File: config.mk
export PLATFORM = sky130hd
export DESIGN_NAME = fetch_stage
export DESIGN_NICKNAME = d
export VERILOG_FILES = /design/src/rtl/fetch_stage.sv
export SDC_FILE = /design/constraint.sdc
export NUM_CORES = 1
export LEC_CHECK = 0
export CELL_PAD_IN_SITES_DETAIL_PLACEMENT = 1
export CELL_PAD_IN_SITES_GLOBAL_PLACEMENT = 1
export CORE_ASPECT_RATIO = 0.5
export CORE_MARGIN = 8
export CORE_UTILIZATION = 34
export CTS_BUF_LIST = sky130_fd_sc_hd__clkbuf_8
export CTS_CLUSTER_SIZE = 8
export DETAILED_ROUTE_END_ITERATION = 12
export GPL_ROUTABILITY_DRIVEN = 1
export PLACE_DENSITY_LB_ADDON = 0.2
export SLEW_MARGIN = 40
export SYNTH_ARGS = -nofsm -noshare
export SYNTH_HDL_FRONTEND = slang
export SYNTH_SLANG_ARGS = --single-unit
File: constraint.sdc
create_clock -name clk -period 3.79 [get_ports clk]
set_clock_uncertainty 0.2 [all_clocks]
set_input_delay 0.9475 -clock clk [delete_from_list [all_inputs] [get_ports clk]]
set_output_delay 0.9475 -clock clk [all_outputs]
set_load 0.1 [all_outputs]
File: src/rtl/fetch_stage.sv
// Instruction fetch stage: issues word requests to instruction memory,
// buffers the returned word and presents it to the F/D pipeline register.
// Requests are never abandoned; redirects that arrive while a request is
// in flight are remembered and the stale data is dropped on completion.
module fetch_stage #(
    parameter logic [31:0] RESET_PC = 32'h0000_0000
) (
    input  logic        clk,
    input  logic        reset,
    input  logic        StallF,
    input  logic        PCSrcD,
    input  logic [31:0] PCBranchD,
    output logic        imem_req,
    output logic [31:0] imem_addr,
    input  logic        imem_ready,
    input  logic [31:0] imem_rdata,
    output logic [31:0] instrF,
    output logic [31:0] PcPlus4F,
    output logic        ValidF,
    output logic        FetchBusy
);

    typedef enum logic [1:0] {
        START   = 2'd0,
        FETCH   = 2'd1,
        DISCARD = 2'd2,
        HAVE    = 2'd3
    } state_t;

    state_t      state, state_next;
    logic [31:0] pc, pc_next;
    logic [31:0] reqaddr, reqaddr_next;
    logic [31:0] ibuf, ibuf_next;
    logic [31:0] target;
    logic [31:0] pc_plus4;

    // Redirect targets are always word aligned; the low two bits are dropped.
    assign target   = PCBranchD & 32'hFFFF_FFFC;
    assign pc_plus4 = pc + 32'd4;

    // State and datapath registers; reset takes effect immediately, even mid-request.
    // NOTE: sequential state uses non-blocking assignments so every register
    // samples the pre-edge values computed by the combinational block.
    always_ff @(posedge clk or posedge reset) begin
        if (reset) begin
            state   <= START;
            pc      <= RESET_PC;
            reqaddr <= RESET_PC;
            ibuf    <= 32'h0;
        end else begin
            state   <= state_next;
            pc      <= pc_next;
            reqaddr <= reqaddr_next;
            ibuf    <= ibuf_next;
        end
    end

    // Next-state and next-register computation.
    // NOTE: every variable gets a hold default first so no path infers a latch.
    always_comb begin
        state_next   = state;
        pc_next      = pc;
        reqaddr_next = reqaddr;
        ibuf_next    = ibuf;
        case (state)
            START: begin
                reqaddr_next = pc;
                state_next   = FETCH;
            end
            FETCH: begin
                if (PCSrcD) begin
                    pc_next = target;
                    if (imem_ready) begin
                        // Data arrived for the old path: drop it and start the new request now.
                        reqaddr_next = target;
                    end else begin
                        // Request must complete first; remember that its data is stale.
                        state_next = DISCARD;
                    end
                end else if (imem_ready) begin
                    ibuf_next  = imem_rdata;
                    state_next = HAVE;
                end
            end
            DISCARD: begin
                // The latest redirect wins while waiting for the stale request.
                if (PCSrcD) begin
                    pc_next = target;
                end
                if (imem_ready) begin
                    reqaddr_next = pc_next;
                    state_next   = FETCH;
                end
            end
            HAVE: begin
                if (PCSrcD) begin
                    pc_next      = target;
                    reqaddr_next = target;
                    state_next   = FETCH;
                end else if (!StallF) begin
                    pc_next      = pc_plus4;
                    reqaddr_next = pc_plus4;
                    state_next   = FETCH;
                end
            end
            default: begin
                state_next = START;
            end
        endcase
    end

    // Moore outputs decoded from the current state.
    always_comb begin
        imem_req  = 1'b0;
        ValidF    = 1'b0;
        FetchBusy = 1'b1;
        instrF    = 32'h0;
        case (state)
            FETCH, DISCARD: begin
                imem_req = 1'b1;
            end
            HAVE: begin
                ValidF    = 1'b1;
                FetchBusy = 1'b0;
                instrF    = ibuf;
            end
            default: begin
                imem_req = 1'b0;
            end
        endcase
    end

    assign imem_addr = reqaddr;
    assign PcPlus4F  = pc_plus4;

endmodule

==> summary.md, run 1 <==
| Metric | Value |
|---|---|
| Yosys cell types | between 60 and 70 |
| Nets | 931 |
| Most frequent cells in the layout | buf_4 (101), dfrtp_1 (89), o21ai_0 (65), clkdlybuf4s50_1 (65), a21oi_1 (47) |
| FILL cells | roughly 2100 |
| HPWL Detailed | approximately 18 mm |
| Sequence of cells on the critical path | and4_1 -> and2_1 -> buf_4 -> nand4_1 -> xnor2_2 -> buf_12 |
| WL final | about 24 mm |
| Number of buffers inserted by port buffering | 165 |
| DRC | 0 |
| Overall routing resource usage | about a fifth |
| MaxCap Viol Count | 0 |
| Main synth FF type | dfrtp_1 |
| Crit path largest cell delay | roughly 0.52 ns |
| TritonCTS sink count | slightly below 100 |
| FMAX | 274 MHz |
| Iteration-0 DRC Markers | around 380 |
| Antenna violations before repair | 1 |
| Final period utilization | 96.4% |
| Synthesized instance count | between 700 and 800 |
| Starting Density | approximately a third |
| Largest net degree at the start of global routing | 49 |
| Commonest non-fill, non-tap cell in the layout | buf_4 |
| RSZ-0062 raised after global routing | no |
| IO Count | about 170 |
| Share of layout cells above drive strength 1 | between 30% and 40% |
| Die H | ~110 um |
| Mapped Area | 0.00629 sq mm |
| Slew @ Worst Pin | between 0.7 and 0.8 ns |
| Final setup vio count | 0 |
| Placed instance count | 1082 |
| Async set or reset register ratio after synthesis | between 90% and 100% |
| Hold_buf cts | 0 |
| Number of enable flip-flop cells after synthesis | 0 |
| WL per Instance | approximately 22 um |
| Crit-path max FO | 12 |
| Worst setup EP type | output port |
| Final hold vios | 0 |
| Yosys warning count | 0 |
| Routability congestion estimate | 0.834 |
| Cell Rows | 35 |
| Final std cells w/o fill | ~1100 |
| Vias in the first global route | 6754 |
| Yosys reg bits | 98 |
| Total global routing overflow | 0 |
| Final worst path period need | 3.66 ns |
| Critical path's slowest cell | dfrtp_1 |
| Slew headroom | 46.4% |
| Arr. time, crit path | 2.51 ns |
| Syn nets | 788 |
| Layout area overhead | 40.7% |
| Startpoint Class | flop |
| CTS Buffer Depth | 2 |
| Hold Path Class | reg -> reg |
| Worst-path clk slew | around 0.11 ns |
| Core ar. | roughly 0.018 sq mm |
| CTS tree | done |
| Via count | about 6300 |
| DRT antenna net count | 0 |
| DR pass1 iterations | 5 |
| H-tree depth | 3 |
| Synthesized area per cell | between 8 and 9 sq um |
| N_diodes | 0 |
| Routed vias/inst | ~5.7 |
| Max-slew violations | 0 |
| CP required | between 2 and 3 ns |
| First-pass GRT wire length | 38.5 mm |
| Seq/Total Area, Yosys | between 30% and 40% |
| WP buf/inv | 2 |
| Status | completed |
| Delay-heaviest family, CP | simple AND/OR/NAND/NOR gates |
| CTS buffer count | 9 |
| Kind of critical path | reg -> out |
| Die area | about 0.023 sq mm |
| Worst skew pair latency | 0.39 ns |
| Die X | around 210 um |
| CTS root buf | clkbuf_8 |
[metrics by stage]
stage / area (sq um) / utilization (%) / worst slack [ns] / TNS [ns] / hold slack [ns]
CTS: 8790 / 48.1 / -0.00254 / -0.00254 / 0.298
finish: 8850 / 48.5 / 0.135 / 0 / 0.294
global route: 8850 / 48.5 / 0.0203 / 0 / 0.323
floorplan: 6430 / - / -0.281 / -0.393 / 0.270
detailed placement: 8600 / 47.1 / 0.426 / 0 / 0.271
global placement: 8590 / 47.1 / 0.490 / 0 / 0.258
[registers in the layout, summed over array words and instances (netlist names)]
| signal | cells |
|---|---|
| imem_addr | 32 |
| pc | 32 |
| ibuf | 32 |
| state | 2 |
[metal layers]
layer | vias up | GRT usage [%] | part of all wire (%)
met2 | 171 | 33.4 | 47
li1 | 2891 | - | -
met3 | 32 | 7.45 | 7.6
met1 | 3189 | 25.3 | 44
met5 | - | 0 | 0.054
met4 | 2 | 5.22 | 1.6
[cell usage after synthesis, types with 4 or more instances]
master / n / area, sq um
and3_1: 11 / 68.8
o21a_1: 4 / 30.0
ha_1: 5 / 62.6
inv_1: 17 / 63.8
and2_1: 39 / 244
nand3_1: 19 / 95.1
nor3_1: 9 / 45.0
and4_1: 6 / 52.6
a221oi_1: 23 / 201
o21ai_0: 68 / 340
o211ai_1: 6 / 45.0
a21o_1: 5 / 37.5
o22ai_1: 5 / 31.3
nor4_1: 4 / 25.0
a22oi_1: 10 / 75.1
clkbuf_1: 44 / 165
xnor2_1: 14 / 123
mux2_2: 35 / 394
a221o_1: 4 / 40.0
nand4_1: 14 / 87.6
buf_1: 10 / 37.5
nand2_1: 43 / 161
a31oi_1: 10 / 62.6
nor2_1: 44 / 165
or3_1: 15 / 93.8
a31o_2: 4 / 35.0
a32oi_1: 5 / 43.8
dfrtp_1: 98 / 2450
a21oi_1: 48 / 240
xor2_1: 13 / 114
buf_2: 16 / 80.1
mux2i_1: 7 / 70.1
nand2b_1: 9 / 56.3
o2bb2ai_1: 8 / 70.1
[final cells by class]
cell class	instances	area (sq um)	area share (%)
multi-input combinational	524	3630	41.1
clock inverter	7	63.8	0.721
sequential	98	2460	27.8
tap	240	300	3.39
clock buffer	9	124	1.40
inverter	18	70.1	0.792
timing repair buffer	206	2190	24.8
[cells by family after synthesis]
logic type      synth area share, %
simple gates                   19.3
fa+ha+maj                     0.995
mux                            7.38
flops                          39.0
xor+xnor                       3.76
compound gates                 23.6
buf+inv                        6.01
[what timing repair did]
item	CTS	global route
resized for setup	1	12
gates cloned	0	0
setup endpoints to repair	1	11
buffers inserted	0	4
pin swaps	0	3
[worst reg2reg max path: cells and delay by family, from the launching register on]
kind	cells	cell delay [ns]
and+or+nand+nor	2	1.03
buffers and inverters	2	0.42
AOI/OAI and AO/OA	2	0.31
DFF	1	0.42
adders and majority gates	1	0.59
[final timing paths]
check	depth (start not counted)	to	slack (ns)	start
setup / recovery	6	PcPlus4F[31]	0.13	pc[21]$_DFFE_PP0P_
hold / removal	2	imem_addr[0]$_DFFE_PP0P_	0.29	imem_addr[0]$_DFFE_PP0P_
setup reg to reg	7	pc[26]$_DFFE_PP0P_	0.75	state[0]$_DFFE_PP0P_
hold reg to reg	2	imem_addr[0]$_DFFE_PP0P_	0.29	imem_addr[0]$_DFFE_PP0P_
max in group asynchronous	3	pc[20]$_DFFE_PP0P_	1.94	reset
min in group asynchronous	2	ibuf[10]$_DFFE_PP0P_	0.82	reset
Power of run 1 is not shown: default switching activity piles up to over one toggle a cycle in this logic, so the estimate is an artifact.
==> run 2: changes to the inputs <==
--- a/config.mk
+++ b/config.mk
@@ -19,3 +19,4 @@
 export SYNTH_ARGS = -nofsm -noshare
 export SYNTH_HDL_FRONTEND = slang
 export SYNTH_SLANG_ARGS = --single-unit
+export TNS_END_PERCENT = 10
==> summary.md, run 2 (synthesis gave the netlist of run 1 again) <==
| Metric | Value |
|---|---|
| Die area | 0.0234 sq mm (unchanged) |
| Worst setup path startpoint | pc[11]$_DFFE_PP0P_ |
| FMAX | 273 MHz (about the same) |
| Hold path cells | 1 (-1) |
| Critical path depth | 7 (+1) |
| CTS root buf | clkbuf_8 |
| Nets | 931 (unchanged) |
| Arr. time, crit path | 2.51 ns (about the same) |
| Path depth of the worst reg2reg path | 8 (+1) |
| Hold Path Class | reg -> reg |
| Total global routing overflow | 0 (unchanged) |
| WHS | 0.291 ns (-0.00284 ns) |
| TritonCTS sink count | 98 (unchanged) |
| Vias in the first global route | 6690 (-0.95%) |
| First-pass GRT wire length | 39.4 mm (+2.4%) |
| Cell Rows | 35 (unchanged) |
| HPWL Detailed | 18.2 mm (+2.3%) |
| CP required | 2.64 ns (about the same) |
| CTS buffer count | 9 (unchanged) |
| Crit path largest cell delay | 0.51 ns (about the same) |
| Final period utilization | 96.5% (about the same) |
| Antenna violations before repair | 1 (unchanged) |
| Final setup vio count | 0 (unchanged) |
| Worst skew pair latency | 0.40 ns (about the same) |
| Startpoint Class | flop |
| Launch point of the worst reg-to-reg path | state[0]$_DFFE_PP0P_ |
| Routed vias/inst | 5.73 (+0.49%) |
| N_diodes | 0 (unchanged) |
| Final instance area | 0.00863 sq mm (-2.4%) |
| Overall routing resource usage | 21.0% (+0.62 points) |
| Die X | 208 um (unchanged) |
| Final worst path period need | 3.66 ns (+0.00187 ns) |
| RR Endpoint | imem_addr[20]$_DFFE_PP0P_ |
| WP buf/inv | 2 (unchanged) |
| Share of layout cells above drive strength 1 | 26.3% (-4.1 points) |
| Max-slew violations | 0 (unchanged) |
| Critical Path End | PcPlus4F[21] |
| Iteration-0 DRC Markers | 407 (+8.0%) |
| Most frequent cells in the layout | buf_4 (111), dfrtp_1 (89), o21ai_0 (66) |
| Post-DP Area | 0.00837 sq mm (-2.7%) |
| DR pass1 iterations | 5 (unchanged) |
| Number of buffers inserted by port buffering | 165 (unchanged) |
| WL per Instance | 22.7 um (+3.0%) |
| Worst-path clk slew | 0.11 ns (about the same) |
| CTS tree | done |
| Commonest non-fill, non-tap cell in the layout | buf_4 |
| Sequence of cells on the critical path | nand4_1 -> nor4_4 -> buf_6 -> nand2_1 -> nor2_1 -> xor2_1 -> buf_12 |
| Hold_buf cts | 0 (unchanged) |
| Status | completed |
| Core ar. | 0.0183 sq mm (unchanged) |
| Largest net degree at the start of global routing | 45 (-8.2%) |
| H-tree depth | 3 (unchanged) |
| Layout area overhead | 37.3% |
| WL final | 25.0 mm (+3.0%) |
| R2R setup slack | 0.87 ns (+0.12 ns) |
| Crit-path max FO | 12 (unchanged) |
| MaxCap Viol Count | 0 (unchanged) |
| Kind of critical path | reg -> out |
| Slew @ Worst Pin | 0.830 ns (+0.0324 ns) |
| Worst setup EP type | output port |
| DRC | 0 (unchanged) |
| CTS Buffer Depth | 2 (unchanged) |
| Critical path's slowest cell | dfrtp_2 |
| Starting Density | 34.4% (unchanged) |
| Die H | 112 um (unchanged) |
| IO Count | 168 (unchanged) |
| Final hold vios | 0 (unchanged) |
| Delay-heaviest family, CP | simple AND/OR/NAND/NOR gates |
| Via count | 6316 (+0.49%) |
| DRT antenna net count | 0 (unchanged) |
| Routability congestion estimate | 0.811 (-2.7%) |
| Slew headroom | 44.2% (-2.2 points) |
## run 2: stage by stage
stage | setup TNS, ns | cells | util, % | worst slack (ns)
after detailed placement | 0 | 1086 | 45.8 | 0.395
after CTS | 0 | 1102 | 47.0 | 0.0268
after global routing | -0.0117 | 1102 | 47.3 | -0.0117
final | 0 | 1102 | 47.3 | 0.133
after global placement | 0 | 1086 | 45.8 | 0.413
after floorplan | -4.44 | 714 | - | -0.389
## run 2: metal layers
metal  routed length (um)  global-route usage (%)
met1                11800                    28.4
met2                11200                    32.1
met3                 1530                    6.34
met4                  501                    6.21
met5                   11                       0
## run 2: final cells by class
type,count,area (sq um)
tap,240,300
timing repair buffer,206,2060
clock buffer,10,138
multi-input combinational,524,3540
inverter,18,70.1
sequential,98,2460
fill,2103,9630
clock inverter,6,58.8
## run 2: worst register-to-register path: cells and delay by family (launching register included)
kind / cells / cell delay, ns
buf+inv: 2 / 0.47
flops: 1 / 0.42
compound gates: 4 / 0.89
fa+ha+maj: 1 / 0.40
simple gates: 1 / 0.42
## run 2: worst min-delay path by stage
stage	from	endpoint	slack (ns)
2_1_floorplan	ibuf[15]$_DFFE_PP0P_	ibuf[15]$_DFFE_PP0P_	0.27
4_1_cts	imem_addr[5]$_DFFE_PP0P_	imem_addr[5]$_DFFE_PP0P_	0.30
3_5_place_dp	imem_addr[5]$_DFFE_PP0P_	imem_addr[5]$_DFFE_PP0P_	0.28
5_1_grt	imem_addr[6]$_DFFE_PP0P_	imem_addr[6]$_DFFE_PP0P_	0.32
3_3_place_gp	imem_addr[1]$_DFFE_PP0P_	imem_addr[1]$_DFFE_PP0P_	0.26
6_report	imem_addr[6]$_DFFE_PP0P_	imem_addr[6]$_DFFE_PP0P_	0.29
## run 2: what timing repair did
item / in CTS / in global routing
endpoints found under the setup margin: 4 / 11
resized for setup: 4 / 14
setup buffers: 0 / 0
pin swaps: 0 / 1
Power of run 2 is left out for the same reason.
